**config.mk**
```make
export PLATFORM = sky130hd
export DESIGN_NAME = mcp3202_scan_ctrl
export DESIGN_NICKNAME = d
export VERILOG_FILES = /design/src/rtl/mcp3202_scan_ctrl.sv
export SDC_FILE = /design/constraint.sdc
export NUM_CORES = 1
export LEC_CHECK = 0
export ABC_AREA = 1
export BUFFER_PORTS_ARGS = -buffer_cell sky130_fd_sc_hd__buf_2
export CORE_MARGIN = 2
export CORE_UTILIZATION = 40
export DETAILED_ROUTE_END_ITERATION = 10
export PLACE_DENSITY = 0.56
export SYNTH_ARGS = -nofsm -noshare
export SYNTH_HDL_FRONTEND = slang
export SYNTH_SLANG_ARGS = --single-unit
```
**constraint.sdc**
```tcl
create_clock -name clk -period 2.8 [get_ports clk]
set_clock_uncertainty 0.1 [all_clocks]
set_input_delay 0 -clock clk [delete_from_list [all_inputs] [get_ports clk]]
set_output_delay 0 -clock clk [all_outputs]
set_load 0.02 [all_outputs]
```
**src/rtl/mcp3202_scan_ctrl.sv**
```systemverilog
`default_nettype none
// ============================================================================
//  Module   : mcp3202_scan_ctrl
//  Purpose  : Conversion scheduler for the MCP3202 SPI driver. Paces
//             conversion starts at SAMPLE_DIV clocks, round-robins the two
//             single-ended channels under ch_mask, runs the driver's
//             ready/valid handshake, box-car averages 2^AVG_LOG2 samples per
//             channel and packs raw-sample LSBs into entropy bytes.
//  Ports    : clk, rstn (sync, active-high)     - clock / reset
//             enable, ch_mask                   - scan control
//             adc_start, adc_mode               - to driver (ap_ready, mode)
//             adc_valid, adc_data               - from driver
//             avg0, avg1, avg_valid, avg_ch     - averaged results
//             rnd_byte, rnd_valid               - entropy bytes
//             busy, err_timeout                 - status
//  Revision : 1.0 - initial release
// ============================================================================
module mcp3202_scan_ctrl #(
    parameter int SAMPLE_DIV = 1000,
    parameter int AVG_LOG2   = 2,
    parameter int TIMEOUT    = 255
) (
    input  logic        clk,
    input  logic        rstn,
    input  logic        enable,
    input  logic [1:0]  ch_mask,
    output logic        adc_start,
    output logic [1:0]  adc_mode,
    input  logic        adc_valid,
    input  logic [11:0] adc_data,
    output logic [11:0] avg0,
    output logic [11:0] avg1,
    output logic        avg_valid,
    output logic        avg_ch,
    output logic [7:0]  rnd_byte,
    output logic        rnd_valid,
    output logic        busy,
    output logic        err_timeout
);

    localparam int ACC_W  = 12 + AVG_LOG2;
    localparam int CNT_W  = AVG_LOG2 + 1;
    localparam int PACE_W = $clog2(SAMPLE_DIV + 1);

    localparam logic [CNT_W-1:0]  CNT_FULL    = CNT_W'(1 << AVG_LOG2);
    localparam logic [PACE_W-1:0] PACE_RELOAD = PACE_W'(SAMPLE_DIV - 1);
    localparam logic [7:0]        TMO_LAST    = 8'(TIMEOUT - 1);

    typedef enum logic [2:0] {
        S_IDLE      = 3'd0,
        S_WAIT_TICK = 3'd1,
        S_START     = 3'd2,
        S_CONV      = 3'd3,
        S_STORE     = 3'd4
    } state_t;

    state_t               state_q, state_d;
    logic                 ch_q, ch_d;         // channel of current / last conversion
    logic [1:0]           mode_q, mode_d;
    logic [PACE_W-1:0]    pace_q, pace_d;
    logic [7:0]           tmo_q, tmo_d;
    logic [11:0]          sample_q, sample_d;
    logic [ACC_W-1:0]     acc_q [2];
    logic [ACC_W-1:0]     acc_d [2];
    logic [CNT_W-1:0]     cnt_q [2];
    logic [CNT_W-1:0]     cnt_d [2];
    logic [7:0]           sr_q, sr_d;
    logic [2:0]           bit_q, bit_d;
    logic                 err_q, err_d;
    // STORE results staged one cycle before they reach the outputs
    logic                 pend_avg_q, pend_avg_d;
    logic                 pend_rnd_q, pend_rnd_d;
    logic                 pend_ch_q, pend_ch_d;
    logic [11:0]          pend_res_q, pend_res_d;

    logic [11:0]          avg0_q, avg1_q;
    logic                 avg_valid_q, avg_ch_q;
    logic [7:0]           rnd_byte_q;
    logic                 rnd_valid_q;

    logic                 w_go;
    logic                 w_next_ch;
    logic [ACC_W-1:0]     w_sum;
    logic [CNT_W-1:0]     w_cnt_inc;

    assign w_go      = enable && (ch_mask != 2'b00);
    // Round robin: first set mask bit after the last serviced channel.
    // ch_q resets to CH1 so the first pick after reset is CH0 when enabled.
    assign w_next_ch = ch_q ? !ch_mask[0] : ch_mask[1];
    assign w_sum     = acc_q[ch_q] + ACC_W'(sample_q);
    assign w_cnt_inc = cnt_q[ch_q] + CNT_W'(1);

    always_comb begin
        state_d    = state_q;
        ch_d       = ch_q;
        mode_d     = mode_q;
        pace_d     = (pace_q != '0) ? pace_q - PACE_W'(1) : pace_q;
        tmo_d      = tmo_q;
        sample_d   = sample_q;
        acc_d      = acc_q;
        cnt_d      = cnt_q;
        sr_d       = sr_q;
        bit_d      = bit_q;
        err_d      = err_q;
        pend_avg_d = 1'b0;
        pend_rnd_d = 1'b0;
        pend_ch_d  = pend_ch_q;
        pend_res_d = pend_res_q;

        case (state_q)
            S_IDLE: begin
                if (w_go) begin
                    state_d = S_WAIT_TICK;
                    ch_d    = w_next_ch;
                end
            end
            S_WAIT_TICK: begin
                if (pace_q == '0) begin
                    state_d = S_START;
                    mode_d  = {1'b1, ch_q};
                    pace_d  = PACE_RELOAD;
                    tmo_d   = 8'd0;
                end
            end
            S_START: begin
                tmo_d = tmo_q + 8'd1;
                if (tmo_q == TMO_LAST) begin
                    state_d = S_IDLE;
                    err_d   = 1'b1;
                end else if (!adc_valid) begin
                    // valid low means the driver has left STOP/IDLE
                    state_d = S_CONV;
                end
            end
            S_CONV: begin
                tmo_d = tmo_q + 8'd1;
                if (tmo_q == TMO_LAST) begin
                    state_d = S_IDLE;
                    err_d   = 1'b1;
                end else if (adc_valid) begin
                    sample_d = adc_data;
                    state_d  = S_STORE;
                end
            end
            S_STORE: begin
                if (w_cnt_inc == CNT_FULL) begin
                    acc_d[ch_q] = '0;
                    cnt_d[ch_q] = '0;
                    pend_avg_d  = 1'b1;
                    pend_ch_d   = ch_q;
                    pend_res_d  = w_sum[AVG_LOG2 +: 12];
                end else begin
                    acc_d[ch_q] = w_sum;
                    cnt_d[ch_q] = w_cnt_inc;
                end
                // first LSB of a byte ends up in the MSB
                sr_d  = {sr_q[6:0], sample_q[0]};
                bit_d = bit_q + 3'd1;
                if (bit_q == 3'd7) begin
                    pend_rnd_d = 1'b1;
                end
                if (w_go) begin
                    state_d = S_WAIT_TICK;
                    ch_d    = w_next_ch;
                end else begin
                    state_d = S_IDLE;
                end
            end
            default: state_d = S_IDLE;
        endcase
    end

    always_ff @(posedge clk) begin
        if (rstn) begin
            state_q    <= S_IDLE;
            ch_q       <= 1'b1;
            mode_q     <= 2'b10;
            pace_q     <= '0;
            tmo_q      <= '0;
            sample_q   <= '0;
            acc_q      <= '{default: '0};
            cnt_q      <= '{default: '0};
            sr_q       <= '0;
            bit_q      <= '0;
            err_q      <= 1'b0;
            pend_avg_q <= 1'b0;
            pend_rnd_q <= 1'b0;
            pend_ch_q  <= 1'b0;
            pend_res_q <= '0;
        end else begin
            state_q    <= state_d;
            ch_q       <= ch_d;
            mode_q     <= mode_d;
            pace_q     <= pace_d;
            tmo_q      <= tmo_d;
            sample_q   <= sample_d;
            acc_q      <= acc_d;
            cnt_q      <= cnt_d;
            sr_q       <= sr_d;
            bit_q      <= bit_d;
            err_q      <= err_d;
            pend_avg_q <= pend_avg_d;
            pend_rnd_q <= pend_rnd_d;
            pend_ch_q  <= pend_ch_d;
            pend_res_q <= pend_res_d;
        end
    end

    // Output stage: publishes staged STORE results as one-cycle pulses.
    // sr_q is stable here because the next STORE is several cycles away.
    always_ff @(posedge clk) begin
        if (rstn) begin
            avg0_q      <= '0;
            avg1_q      <= '0;
            avg_valid_q <= 1'b0;
            avg_ch_q    <= 1'b0;
            rnd_byte_q  <= '0;
            rnd_valid_q <= 1'b0;
        end else begin
            avg_valid_q <= pend_avg_q;
            rnd_valid_q <= pend_rnd_q;
            if (pend_avg_q) begin
                avg_ch_q <= pend_ch_q;
                if (pend_ch_q) begin
                    avg1_q <= pend_res_q;
                end else begin
                    avg0_q <= pend_res_q;
                end
            end
            if (pend_rnd_q) begin
                rnd_byte_q <= sr_q;
            end
        end
    end

    assign adc_start   = (state_q == S_START);
    assign adc_mode    = mode_q;
    assign avg0        = avg0_q;
    assign avg1        = avg1_q;
    assign avg_valid   = avg_valid_q;
    assign avg_ch      = avg_ch_q;
    assign rnd_byte    = rnd_byte_q;
    assign rnd_valid   = rnd_valid_q;
    assign busy        = (state_q != S_IDLE);
    assign err_timeout = err_q;

endmodule
`default_nettype wire

```
# Word-level counts from Yosys, hierarchy flattened
# Cells that the tools add are included.
# word_totals
reg_bits	131
input_bits	18
output_inout_bits	40
wordCells	100
# op_classes
addsub	5
magnitude_cmp	2
n_eq_ne	11
n_mux	30
bitwise	8
n_reduce_logical	21
# ops
cell	count
14-bit two-way mux	4
10-bit two-way mux	3
3-bit two-way mux	10
28-bit AND	1
28-bit bitwise mux	1
28-bit two-way mux	1
28-bit inverter	1
8-bit one-hot mux with 2 select lines	1
3-bit one-hot mux with 5 select lines	1
14-bit by 12-bit adder with 14-bit output	1
14-bit demux with 1-bit select	1
2-bit AND reduction	7
10-bit logical NOT	1
10-bit nonzero test	1
10-bit by 1-bit subtractor with 10-bit output (second input constant)	1
3-bit equality test (second input constant)	3
8-bit by 1-bit adder with 8-bit output (second input constant)	1
8-bit equality test (second input constant)	1
8-bit two-way mux	1
3-bit by 1-bit adder with 3-bit output (second input constant)	2
6-bit AND	1
6-bit bitwise mux	1
3-bit by 2-bit equality test with 1-bit output (second input constant)	2
6-bit two-way mux	1
other kinds (19)	29

# Depth between registers and ports, before layout
# logic_depth
ltp_word	8
ltp_mapped	18
mapped_depth_nobuf	16

# Worst setup path after synthesis
# OpenSTA, ideal clock, no wires.
# synth_timing
path_type	register -> register
start	register ch_q
end	register pend_res_q[8]
setup_ns	0.109
t_arrival_ns	2.107
required_ns	2.591
setup_slack_ns	0.484
stages_incl_launch_ff	14
path_buffers	2
synth_period_minus_slack_ns	2.316
path_cell_list	dfxtp_1 clkbuf_1 clkbuf_1 nand2_1 nand2_1 ha_1 a21oi_1 nor2_1 nor2_1 nand4_1 nand2_1 nand2_1 nand2_1 inv_1
# synth_between
elab_chain_cells	7
word_cells_on_any_way	11
cone_classes	add/sub: 2; eq/ne: 1; mux: 6; bitwise: 1; reduce/logical: 1
# synth_lines
element	line	source
from (decl)	58	logic ch_q, ch_d;
from (signal assigned)	192	ch_q <= ch_d;
1-bit inverter with 2-bit output (not written as such) (*)	90, 91	
branches (longest 6 deep; another with 14-bit by 12-bit adder with 14-bit output)	-	
to (signal assigned)	205	pend_res_q <= pend_res_d;
to (decl)	74	logic [11:0] pend_res_q, pend_res_d;
# Every way passes the cells marked *. The select of a mux whose other input is x is not followed.
# A chain may end at the register's enable or synchronous reset.

# Worst setup path after layout
# layout_timing
start	register ch_q
end	register pend_res_q[10]
# Same word-level chain as after synthesis.

==> metrics.yaml <==
yosysTopAreaCell: "dfxtp_1"
top_layer: "met4"
vias: 5448
fin_crit_sh: 0.8631
area_growth_pct: 20.37
drtAntennaViolNets: 0
ys_ff_latch: 131
layout_common_cells: "207 x nand2_1, 131 x dfxtp_1, 129 x nor2_1"
die_w_um: 126.6
synth_area_leaders: "dfxtp_1 44%, nand2_1 13%, nor2_1 8.1%, a21oi_1 6.3%, o21ai_0 6.2%"
syn-cell-area_um2: 6013
layout.nets: 971
wl_per_cell_um: 12.87
dp_hpwl_mm: 9.857
async_flop_share: 0
cts_resized: 0
endpoint_kind: "register"
relSlewSlack: 0.4861
cts_max_level: 4
leakagePower_nw: 3.407
cts-buffers-inserted: 17
rsz0062_at_grt: "false"
final_common_cell: "nand2_1"
period_needed_ps: 2417
num_io_pins: 58
grt_max_degree: 57
cts_hold_buf: 16
maxCapViolCount: 0
finalHoldViolations: 0
max_freq_mhz: 413.8
clkSinkCount: 131
drt_first_pass_iters: 5
status: "completed"
synth-seq-area-share: 0.4361
fp-row-count: 44
met2_length_mm: 6.791
p_per_area_nw_per_um2: 707.0
design_area_um2: 7238
drt-met1-wl_mm: 6.912
ir_worst_vdd_v: 0.0005092
synthCells: 862
drtIter0Drc: 281
die-area_um2: 16030
core_area_um2: 14590
fin_util: 0.4961
postCtsSetupBuffers: 0
crit_path_start_kind: "register"
drv_slew: 0
placed_area_um2: 6452
viasPerCell: 4.830
crit_arrival_ps: 2640
syn_area_per_cell_um2: 6.976
grt_pass1_wl_mm: 24.95
drt_wl_total_mm: 14.52
start_util: 0.4122
clk_latency_ps: 420
grt-ovfl-total: 0
portBuffers: 56
wl_met3_um: 574
synth_flop_cell: "dfxtp_1"
fp.dieH_um: 126.6
grt_pass1_vias: 5218
drive_gt1_frac: 0.1218
cts_tree: "yes"
grtUsageTotal: 0.1930
worst_pin_slew_ps: 768.0
synth_edf_count: 0
setup-violations-final: 0
clockBufferDepth: 2
drc: 0
gp_congestion: 0.8267
yosysWarningCount: 0
yosys.area.top_type_share: 0.4361
clk_pin_slew_worst_paths_ps: 50
ys_types: 38
path_max_fanout: 23
antenna_found_initial: 0
cp.required_ps: 3020
syn-num-nets: 902
totalNegativeSetupSlack_ps: 0
cts_root_buf: "clkbuf_16"
min_path_type: "input port to register"
critPathKind: "register to register"
antenna_cells: 0
## Yosys cell counts (2+ instances only)
| cell type | number |
|---|---|
| nand2_1 | 207 |
| dfxtp_1 | 131 |
| nor2_1 | 129 |
| inv_1 | 86 |
| a21oi_1 | 76 |
| o21ai_0 | 74 |
| nand3_1 | 36 |
| clkbuf_1 | 21 |
| ha_1 | 21 |
| nand4_1 | 9 |
| xor2_1 | 9 |
| buf_2 | 6 |
| inv_2 | 6 |
| nor3_1 | 6 |
| o21ai_1 | 6 |
| nand3b_1 | 4 |
| a211oi_1 | 3 |
| nand2_2 | 3 |
| nor2_2 | 3 |
| or2_2 | 3 |
| a31oi_1 | 2 |
| clkinv_1 | 2 |
| o21bai_1 | 2 |
| or2_0 | 2 |
| xnor2_1 | 2 |
## logic make-up after synthesis
logic type	after synthesis	share of synthesized area
adder cells (fa/ha/maj)	22	0.04702
buffers and inverters	124	0.08053
other	1	0.0006236
AO/OA/AOI/OAI	166	0.1419
AND/OR/NAND/NOR	407	0.2778
XOR/XNOR	11	0.01602
flip-flops	131	0.4361
## final cells by class
| cell class | count | area, um^2 |
|---|---|---|
| clock inverters | 13 | 182.7 |
| inverters | 94 | 352.8 |
| repair buffers | 80 | 500.5 |
| flip-flops and latches | 131 | 2623 |
| fillers | 1492 | 7351 |
| well taps | 184 | 230.2 |
| clock buffers | 19 | 442.9 |
| multi-input cells | 607 | 2907 |
## through the flow
step	hold slack [ps]	setup WS (ps)	power, mW	std cells
6_report	9.581	383.3	5.117	1128
5_1_grt	35.17	7.827	5.379	1128
4_1_cts	10.13	374.6	5.169	1128
3_5_place_dp	199.6	389.2	2.798	1080
3_3_place_gp	189.3	418.3	2.795	1080
2_1_floorplan	57.51	483.5	2.612	862
## per-layer routing
layer | vias to the layer above | global-route usage
met4 | 0 | 0.06787
met2 | 87 | 0.3205
li1 | 2891 | -
met5 | - | 0
met3 | 19 | 0.04766
met1 | 2451 | 0.2446
## state kept, by name, indices dropped and copies added (netlist names)
| name | count |
|---|---|
| cnt_q | 6 |
| avg0 | 12 |
| sr_q | 8 |
| avg1 | 12 |
| acc_q | 28 |
| sample_q | 12 |
| avg_ch | 1 |
| rnd_valid | 1 |
| pace_q | 10 |
| avg_valid | 1 |
| err_timeout | 1 |
| pend_rnd_q | 1 |
| tmo_q | 8 |
| rnd_byte | 8 |
| pend_ch_q | 1 |
| bit_q | 3 |
| adc_mode | 1 |
| pend_avg_q | 1 |
| state_q | 3 |
| ch_q | 1 |
| pend_res_q | 12 |
## worst max-delay path: stages, from the launching register on
cell and delay [ps]:
dfxtp_1 340, buf_4 300, nand2_1 90, nand2_1 70, ha_1 150, inv_1 50
fa_1 400, inv_1 110, nand3_1 80, nand3_1 150, nand3_1 110, nand3_1 80
nand2_1 80, nand2_1 60, nand2_1 50, nand2_1 50, inv_1 30
## where the power goes
group / total, mW / internal [mW] / switching [mW]
registers: 2.01 / 1.95 / 0.0659
logic: 0.759 / 0.260 / 0.499
clock network: 2.34 / 1.51 / 0.835
## final timing paths
path	slack (ps)	from	endpoint	cells past startpoint
worst max-delay path	380	ch_q	pend_res_q[10]	16
worst min-delay path	10	rstn	state_q[0]	4
worst max register to register	380	ch_q	pend_res_q[10]	16
worst min register to register	350	sample_q[10]	sample_q[10]	2
Power figures use the tool's default switching activity.
